**src/rtl/iq_symbol_mapper_pkg.sv**
```systemverilog
// Shared definitions for the IQ symbol mapper: Gray level codes, FSM states,
// and the code-to-level helper.
package iq_symbol_mapper_pkg;

    // Gray codes of the four amplitude levels (adjacent levels differ by one bit)
    localparam logic [1:0] LVL_M3 = 2'b00;
    localparam logic [1:0] LVL_M1 = 2'b01;
    localparam logic [1:0] LVL_P1 = 2'b11;
    localparam logic [1:0] LVL_P3 = 2'b10;

    typedef enum logic {
        IDLE = 1'b0,
        EMIT = 1'b1
    } state_t;

    // Signed level multiplier in {-3,-1,+1,+3} for a 2-bit Gray code
    function automatic logic signed [2:0] gray_to_level(input logic [1:0] code);
        logic signed [2:0] lvl;
        case (code)
            LVL_M3:  lvl = -3'sd3;
            LVL_M1:  lvl = -3'sd1;
            LVL_P1:  lvl = 3'sd1;
            LVL_P3:  lvl = 3'sd3;
            default: lvl = 3'sd0;
        endcase
        return lvl;
    endfunction

endpackage

```
**src/rtl/iq_symbol_mapper_sync_fifo.sv**
```systemverilog
// Generic synchronous FIFO with registered occupancy count.
// Push is ignored when full, pop is ignored when empty; both may happen on
// the same edge. Read data is the current head entry (valid when not empty).
module sync_fifo #(
    parameter int WIDTH = 4,
    parameter int DEPTH = 4
) (
    input  logic                       clk,
    input  logic                       rst,
    input  logic                       i_push,
    input  logic [WIDTH-1:0]           i_data,
    input  logic                       i_pop,
    output logic [WIDTH-1:0]           o_data,
    output logic                       o_full,
    output logic                       o_empty,
    output logic [$clog2(DEPTH):0]     o_count
);
    localparam int AW = $clog2(DEPTH);

    logic [WIDTH-1:0] r_mem [DEPTH];
    logic [AW-1:0]    r_wr_ptr;
    logic [AW-1:0]    r_rd_ptr;
    logic [AW:0]      r_count;
    logic             w_do_push;
    logic             w_do_pop;

    assign o_full    = (r_count == (AW+1)'(DEPTH));
    assign o_empty   = (r_count == '0);
    assign o_count   = r_count;
    assign o_data    = r_mem[r_rd_ptr];
    assign w_do_push = i_push && !o_full;
    assign w_do_pop  = i_pop && !o_empty;

    // Storage array; contents need no reset since count gates visibility
    always_ff @(posedge clk) begin
        if (w_do_push) begin
            r_mem[r_wr_ptr] <= i_data;
        end
    end

    // Pointers wrap naturally (DEPTH is a power of two); count tracks occupancy
    always_ff @(posedge clk) begin
        if (rst) begin
            r_wr_ptr <= '0;
            r_rd_ptr <= '0;
            r_count  <= '0;
        end else begin
            if (w_do_push) r_wr_ptr <= r_wr_ptr + AW'(1);
            if (w_do_pop)  r_rd_ptr <= r_rd_ptr + AW'(1);
            r_count <= r_count + (AW+1)'(w_do_push) - (AW+1)'(w_do_pop);
        end
    end

endmodule

```
**src/rtl/iq_symbol_mapper.sv**
```systemverilog
// Gray-maps I/Q bit pairs to signed 4-level amplitudes, buffers symbols and
// upsamples each to SPS output samples (hold or zero-stuffing).
// Handshake: a transfer happens on a rising edge where valid && ready are both
// high; a source holds valid and its data stable until that edge, and ready
// never depends combinationally on valid.
module iq_symbol_mapper #(
    parameter int SPS         = 4,
    parameter int AMP_W       = 8,
    parameter int SCALE       = 32,
    parameter int ZERO_INSERT = 0,
    parameter int FIFO_DEPTH  = 4
) (
    input  logic                         clk,
    input  logic                         rst,
    input  logic                         sym_valid,
    output logic                         sym_ready,
    input  logic [1:0]                   sym_i,
    input  logic [1:0]                   sym_q,
    output logic                         out_valid,
    input  logic                         out_ready,
    output logic [AMP_W-1:0]             out_i,
    output logic [AMP_W-1:0]             out_q,
    output logic                         out_first,
    output logic                         burst_end,
    output logic                         o_dbg_state,
    output logic [$clog2(FIFO_DEPTH):0]  o_dbg_count
);
    import iq_symbol_mapper_pkg::*;

    localparam int PH_W  = (SPS > 1) ? $clog2(SPS) : 1;
    localparam int CNT_W = $clog2(FIFO_DEPTH) + 1;
    localparam logic [PH_W-1:0]         PH_LAST = PH_W'(SPS - 1);
    localparam logic signed [AMP_W-1:0] W_SCALE = AMP_W'(SCALE);

    state_t            r_state, w_state_nx;
    logic [PH_W-1:0]   r_phase, w_phase_nx;
    logic [3:0]        r_hold,  w_hold_nx;
    logic              r_burst, w_burst_nx;

    logic              w_push;
    logic              w_pop;
    logic [3:0]        w_fifo_data;
    logic              w_fifo_full;
    logic              w_fifo_empty;
    logic [CNT_W-1:0]  w_fifo_count;
    logic signed [AMP_W-1:0] w_map_i;
    logic signed [AMP_W-1:0] w_map_q;
    logic              w_emit;
    logic              w_zero;

    // Readiness comes from the registered count only, and is blocked in reset
    assign sym_ready = !rst && !w_fifo_full;
    assign w_push    = sym_valid && sym_ready;

    sync_fifo #(
        .WIDTH (4),
        .DEPTH (FIFO_DEPTH)
    ) u_fifo (
        .clk     (clk),
        .rst     (rst),
        .i_push  (w_push),
        .i_data  ({sym_i, sym_q}),
        .i_pop   (w_pop),
        .o_data  (w_fifo_data),
        .o_full  (w_fifo_full),
        .o_empty (w_fifo_empty),
        .o_count (w_fifo_count)
    );

    // Held symbol: r_hold[3:2] is the I code, r_hold[1:0] the Q code
    assign w_map_i = AMP_W'(gray_to_level(r_hold[3:2])) * W_SCALE;
    assign w_map_q = AMP_W'(gray_to_level(r_hold[1:0])) * W_SCALE;

    assign w_emit    = (r_state == EMIT);
    assign w_zero    = (ZERO_INSERT != 0) && (r_phase != '0);
    assign out_valid = w_emit;
    assign out_first = w_emit && (r_phase == '0);
    assign out_i     = (w_emit && !w_zero) ? w_map_i : '0;
    assign out_q     = (w_emit && !w_zero) ? w_map_q : '0;
    assign burst_end = r_burst;

    assign o_dbg_state = r_state;
    assign o_dbg_count = w_fifo_count;

    // FSM state, phase, held symbol and burst pulse registers
    always_ff @(posedge clk) begin
        if (rst) begin
            r_state <= IDLE;
            r_phase <= '0;
            r_hold  <= '0;
            r_burst <= 1'b0;
        end else begin
            r_state <= w_state_nx;
            r_phase <= w_phase_nx;
            r_hold  <= w_hold_nx;
            r_burst <= w_burst_nx;
        end
    end

    // Next-state: load from FIFO when idle, step phases, chain symbols without a bubble
    always_comb begin
        w_state_nx = r_state;
        w_phase_nx = r_phase;
        w_hold_nx  = r_hold;
        w_burst_nx = 1'b0;
        w_pop      = 1'b0;
        case (r_state)
            IDLE: begin
                if (!w_fifo_empty) begin
                    w_pop      = 1'b1;
                    w_hold_nx  = w_fifo_data;
                    w_phase_nx = '0;
                    w_state_nx = EMIT;
                end
            end
            EMIT: begin
                if (out_ready) begin
                    if (r_phase != PH_LAST) begin
                        w_phase_nx = r_phase + PH_W'(1);
                    end else if (!w_fifo_empty) begin
                        w_pop      = 1'b1;
                        w_hold_nx  = w_fifo_data;
                        w_phase_nx = '0;
                    end else begin
                        w_phase_nx = '0;
                        w_state_nx = IDLE;
                        w_burst_nx = 1'b1;
                    end
                end
            end
            default: begin
                w_state_nx = IDLE;
                w_phase_nx = '0;
            end
        endcase
    end

endmodule

```
**config.mk**
```make
export PLATFORM = sky130hd
export DESIGN_NAME = iq_symbol_mapper
export DESIGN_NICKNAME = d
export VERILOG_FILES = /design/src/rtl/iq_symbol_mapper_pkg.sv /design/src/rtl/iq_symbol_mapper_sync_fifo.sv /design/src/rtl/iq_symbol_mapper.sv
export SDC_FILE = /design/constraint.sdc
export NUM_CORES = 1
export LEC_CHECK = 0
export BUFFER_PORTS_ARGS = -buffer_cell sky130_fd_sc_hd__buf_2
export CAP_MARGIN = 40
export CORE_ASPECT_RATIO = 1.5
export CORE_MARGIN = 4
export CORE_UTILIZATION = 38
export CTS_CLUSTER_DIAMETER = 200
export DETAILED_ROUTE_END_ITERATION = 6
export SLEW_MARGIN = 10
export SYNTH_ARGS = -nofsm -noshare
export SYNTH_HDL_FRONTEND = slang
export SYNTH_HIERARCHICAL = 1
export SYNTH_SLANG_ARGS = --single-unit
```
**constraint.sdc**
```tcl
create_clock -name clk -period 5.65 [get_ports clk]
set_input_delay 1.695 -clock clk [delete_from_list [all_inputs] [get_ports clk]]
set_output_delay 1.695 -clock clk [all_outputs]
set_load 0.05 [all_outputs]
```
; Word-level counts from Yosys, hierarchy flattened
; Memory sizes are Yosys's and may differ from the RTL's. A register that Yosys moved wholly into a read port is not among the register bits.
; Index checks and enable logic that the tools add are counted.
[word_totals]
input_bits = 8
mem_count = 1
out_inout_bits = 24
ram_bits = 16
reg_bits = 15
[mem_list]
columns = memory, words, width, rd, rd_ports_with_merged_regs, wr, line_no
row1 = u_fifo.r_mem, 4, 4, 1, 1, 1, iq_symbol_mapper_sync_fifo.sv:20  ; logic [WIDTH-1:0] r_mem [DEPTH];
[classes]
addsub = 5
eq_ne = 11
bitwise = 2
n_mux = 24
reduce_logical = 15
[op_table]
columns = cell, n
row1 = $pmux W3 S4, 2
row2 = $mux W8, 2
row3 = $mux W4, 3
row4 = $mux W2, 5
row5 = $eq A2 B2 Y1 const B, 4
row6 = $mux W1, 8
row7 = $ne A2 B2 Y1 const B, 4
row8 = $pmux W4 S2, 1
row9 = $add A2 B1 Y2 const B, 3
row10 = $logic_not A2 Y1, 3
row11 = $logic_and A1 B1 Y1, 5
row12 = $eq A2 B1 Y1 const B, 2
row13 = $pmux W1 S2, 2
row14 = $pmux W2 S2, 1
row15 = $reduce_and A2 Y1, 2
row16 = $reduce_or A4 Y1, 1
row17 = $add A3 B1 Y3, 1
row18 = $eq A3 B3 Y1 const B, 1
row19 = $logic_not A1 Y1, 3
row20 = $logic_not A3 Y1, 1
row21 = $sub A3 B1 Y3, 1
row22 = $not A1 Y1, 2

; Longest topological paths before layout
[logic_depth]
depth_word = 8
depth_mapped = 13
mapped_depth_nobuf = 13

; By module
; Netlist, hierarchy kept.
[by_module_without_submodules]
columns = module, cells_per_inst, area_each_um2, seq_area_each_um2, n_inst
row1 = sync_fifo, 71, 1052.3, 660.6, 1
row2 = iq_symbol_mapper, 68, 584.3, 160.2, 1

; Worst setup path before layout
; OpenSTA, ideal clock, no wires.
[synth_path]
kind = input -> register
startpoint = input port rst
endpoint = register u_fifo.r_count[2], in the netlist u_fifo/o_count[2]
arrival_ps = 4278
n_path_buf = 1
path_stages = 13
required_time_ps = 5525
setup_ps = 125
setup_slack_ps = 1248
cell_sequence = buf_2 -> nor2_1 -> and2_1 -> inv_1 -> nor2_1 -> inv_1 -> ha_1 -> inv_1 -> ha_1 -> fa_1 -> xnor2_1 -> xnor2_1 -> nor2_1
[synth_via]
elab_chain_len = 6
[synth_rtl]
columns = element, line_no
row1 = start: declaration, iq_symbol_mapper.sv:14  ; input logic rst,
row2 = $logic_not A1 Y1, iq_symbol_mapper.sv:52  ; assign sym_ready = !rst && !w_fifo_full;
row3 = $logic_and A1 B1 Y1, iq_symbol_mapper.sv:52
row4 = named net sym_ready, iq_symbol_mapper.sv:16  ; output logic sym_ready,
row5 = $logic_and A1 B1 Y1, iq_symbol_mapper.sv:53  ; assign w_push = sym_valid && sym_ready;
row6 = named net w_push, iq_symbol_mapper.sv:40  ; logic w_push;
row7 = $logic_and A1 B1 Y1, iq_symbol_mapper_sync_fifo.sv:31  ; assign w_do_push = i_push && !o_full;
row8 = $add A3 B1 Y3, iq_symbol_mapper_sync_fifo.sv:50  ; r_count <= r_count + (AW+1)'(w_do_push) - (AW+1)'(w_do_pop);
row9 = $sub A3 B1 Y3, iq_symbol_mapper_sync_fifo.sv:50
row10 = end signal: assignment, iq_symbol_mapper_sync_fifo.sv:50
row11 = end: declaration, iq_symbol_mapper_sync_fifo.sv:23  ; logic [AW:0] r_count;
; The timed path passes the listed nets, and every way through them passes these cells.
; A chain may end at the register's enable or synchronous reset.

; Final worst setup path
[layout_path]
startpoint = input port rst
endpoint = output port sym_ready
[layout_via]
elab_chain_len = 2
[layout_rtl]
columns = element, line_no
row1 = $logic_not A1 Y1, iq_symbol_mapper.sv:52
row2 = $logic_and A1 B1 Y1, iq_symbol_mapper.sv:52
row3 = end: declaration, iq_symbol_mapper.sv:16
; No other way between the ends.

==> impl_metrics.csv <==
group,metric,value,unit
global_route,grt_usage,0.1067,
detailed_routing,wl_per_cell,12.76,µm
power_and_ir_drop,p_sw,0.4006,mW
clock_network,cts_resized,0,
synth,syn_inst,139,
detailed_routing,dr.first_iter.drc_count,27,
placement,pre_cts_ws,1.594,ns
global_route,grt_max_degree,23,
worst_setup_path,cp.arrival,2.35,ns
worst_setup_path,crit_family,"buffers and inverters",
floorplanning,start_util,0.3888,
synth,synth_top_area_share,0.2936,
clock_network,cts_sinks,33,
synth,yosysSeqAreaShare,0.5015,
cells_and_area,fin_area,1829,µm²
detailed_routing,viasPerCell,4.763,
detailed_routing,vias,986,
floorplanning,dieWidth,61.59,µm
synth,synth_edf_count,16,
min_path,hold_path.class,"reg -> reg",
clock_network,h-tree-depth,2,
power_and_ir_drop,sequentialPowerShare,0.362,
detailed_routing,wirelength,2642,µm
synth,synth_flop_cell,"dfxtp_1",
cells_and_area,num-fill-cells,394,
synth,yosys_warnings,6,
worst_setup_path,end_kind,"output pin",
cells_and_area,stdcell_count,207,
detailed_routing,drc,0,
synth,synth_top_area_cell,"edfxtp_1",
power_and_ir_drop,p_int,0.5474,mW
worst_setup_path,max_stage_delay,0.28,ns
timing,final_hold_viol_count,0,
clock_network,clk_latency,0.28,ns
timing,rsz0062_at_grt,"false",
synth,yosys.cell_types.count,30,
placement,io_buffers,21,
clock_network,cts_tree,"built",
timing,setup-tns-final,0,ns
power_and_ir_drop,vdd_drop_max,0.3667,mV
synth,ys_seq_elements,33,
timing,fin_ws,1.609,ns
timing,fmax,247.4,MHz
clock_network,cts_hold_buf,0,
worst_setup_path,cp_num_buf_inv,2,
global_route,antenna_found_initial,0,
floorplanning,die_area,5443,µm²
timing,fin_crit_sh,0.7153,
floorplanning,num_rows,29,
timing,worst_slew_pin_slew,0.5425,ns
placement,routabilityCongestion,0.7119,
run,maxCapViolations,0,
cells_and_area,num-nets-final,181,
timing,min_period,4.041,ns
synth,synthesis.area,1637,µm²
clock_network,numCtsBuffers,5,
clock_network,cts.clk_slew.worst_paths,0.07,ns
power_and_ir_drop,comb_power_share,0.408,
outcome,status,"completed",
worst_setup_path,crit_slowest_cell,"buf_2",
cells_and_area,layout-drive-gt1-share,0.2298,
cells_and_area,area_delta_synth_final,11.77,%
power_and_ir_drop,power_density,518.2,nW/µm²
synth,async_flop_share,0,
global_route,grt_pass1_wl,4229,µm
timing,setup_viol,0,
detailed_routing,ant_nets,0,
synth,synth.most_common_cell,"dfxtp_1",
floorplanning,fp.coreArea,4209,µm²
clock_network,cts_setup_buffers,0,
worst_setup_path,critPathKind,"in -> out",
worst_setup_path,reg2reg_slack,3.04,ns
detailed_routing,drtPass1Iterations,4,
worst_setup_path,critPathLaunchType,"input pin",
placement,placed_cells,199,
clock_network,cts_root_buf,"clkbuf_8",
cells_and_area,diodes,0,
synth,ys_top_cells_by_count,"dfxtp_1, edfxtp_1, buf_4, inv_1, ha_1",
floorplanning,die_h,88.38,µm
placement,placed_cell_area,1719,µm²
worst_setup_path,crit_top_cell,"buf_2",
timing,max-slew-margin-rel,0.6363,
worst_setup_path,crit_required,3.95,ns
placement,dp.final_hpwl,2028,µm
clock_network,cts_max_path_buffers,2,
global_route,grt_pass1_vias,1007,
synth,ys_top_cells_by_area,"edfxtp_1, dfxtp_1, ha_1",
timing,hold_ws,0.4903,ns
worst_setup_path,cp_max_fo,22,
synth,synth_area_per_cell,11.77,µm²
power_and_ir_drop,swShare,0.4226,
global_route,globalRouteOverflowTotal,0,
worst_setup_path,path_cells,"buf_2, nor2_1, buf_2",
floorplanning,pin_count,32,
power_and_ir_drop,clockPowerShare,0.230,
power_and_ir_drop,p_leak,0.7361,nW
timing,drv_slew,0,
timing,fin_skew,0.004798,ns
==> state kept, by name, summed over array words and instances, names as in the netlist, named ones only <==
signal / cells
u_fifo/r_mem: 16
r_hold: 4
u_fifo/o_count: 3
r_phase: 2
u_fifo/r_rd_ptr: 2
u_fifo/r_wr_ptr: 2
burst_end: 1
o_dbg_state: 1
==> final cells by class <==
class                           instances  area [µm²]  area share
Sequential cell                        33       820.8      0.4487
Multi-Input combinational cell         85       683.2      0.3735
Timing Repair Buffer                   21       105.1     0.05746
Clock buffer                            5       68.82     0.03762
Tap cell                               46       57.56     0.03146
Inverter                               14       52.55     0.02873
Clock inverter                          3       41.29     0.02257
==> routing by layer <==
metal	vias up	GRT usage	part of all wire	wire length, µm
met5	-	0	0	0
met3	5	0.02628	0.047	125
li1	481	-	-	-
met1	477	0.1039	0.37	984
met4	0	0.05792	0.019	50
met2	23	0.1964	0.56	1481
==> metrics by stage <==
step | utilization | total power [mW]
6_report | 0.4346 | 0.9480
5_1_grt | 0.4346 | 1.003
4_1_cts | 0.4346 | 0.9611
3_5_place_dp | 0.4084 | 0.7408
3_3_place_gp | 0.4084 | 0.7238
2_1_floorplan | - | 0.6795
==> logic make-up (layout without fill, tap and decap cells) <==
logic type | Yosys count | after routing | synth area share
flops | 33 | 33 | 0.5015
buf+inv | 30 | 43 | 0.1017
fa+ha+maj | 13 | 13 | 0.1040
simple gates | 37 | 37 | 0.1315
xor+xnor | 3 | 3 | 0.01606
mux | 9 | 9 | 0.08563
compound gates | 13 | 13 | 0.05733
other cells | 1 | 10 | 0.002291
==> path summary, 6_finish.rpt <==
path | endpoint | startpoint | cells past startpoint
worst max-delay path | sym_ready | rst | 3
worst min-delay path | r_hold[3] | r_hold[3] | 2
worst max register to register | u_fifo/o_count[2] | u_fifo/o_count[1] | 13
worst min register to register | r_hold[3] | r_hold[3] | 2
==> power groups by stage <==
stage	Clock (mW)	Sequential, mW	Combinational (mW)
after detailed placement	0	0.350	0.390
after CTS	0.223	0.345	0.393
after global routing	0.230	0.352	0.422
final	0.218	0.343	0.387
after floorplan	0	0.369	0.310
after global placement	0	0.347	0.377
==> layout by cell type (no fill, tap or decap) <==
cell type   instances
clkbuf_8            5
nand3_1             2
o31ai_2             1
o21ai_0             2
mux2i_1             5
clkinvlp_4          1
dfxtp_1            17
a21oi_4             1
a21oi_1             5
buf_2              21
o211ai_1            2
nor3_1              1
bufinv_16           1
fa_1                1
xor2_1              1
nand2_1             4
nor2_1              5
nand2_2             1
clkinv_1            1
nand2b_1           10
or3_1               2
and2_1              8
nor3_2              1
o21a_1              2
nor3b_2             1
xnor2_1             2
inv_1              14
conb_1             10
ha_1               12
edfxtp_1           16
nor2b_1             2
mux4_2              4
==> worst reg2reg max path: stages, from the launching register on <==
cell	delay, ns
dfxtp_1	0.48
nor3b_2	0.11
nor2_1	0.12
and2_1	0.13
inv_1	0.05
nor2_1	0.27
inv_1	0.08
ha_1	0.28
inv_1	0.04
ha_1	0.19
fa_1	0.38
xnor2_1	0.19
xnor2_1	0.14
nor2_1	0.06
Note: power is estimated with default switching activity, not from simulation.
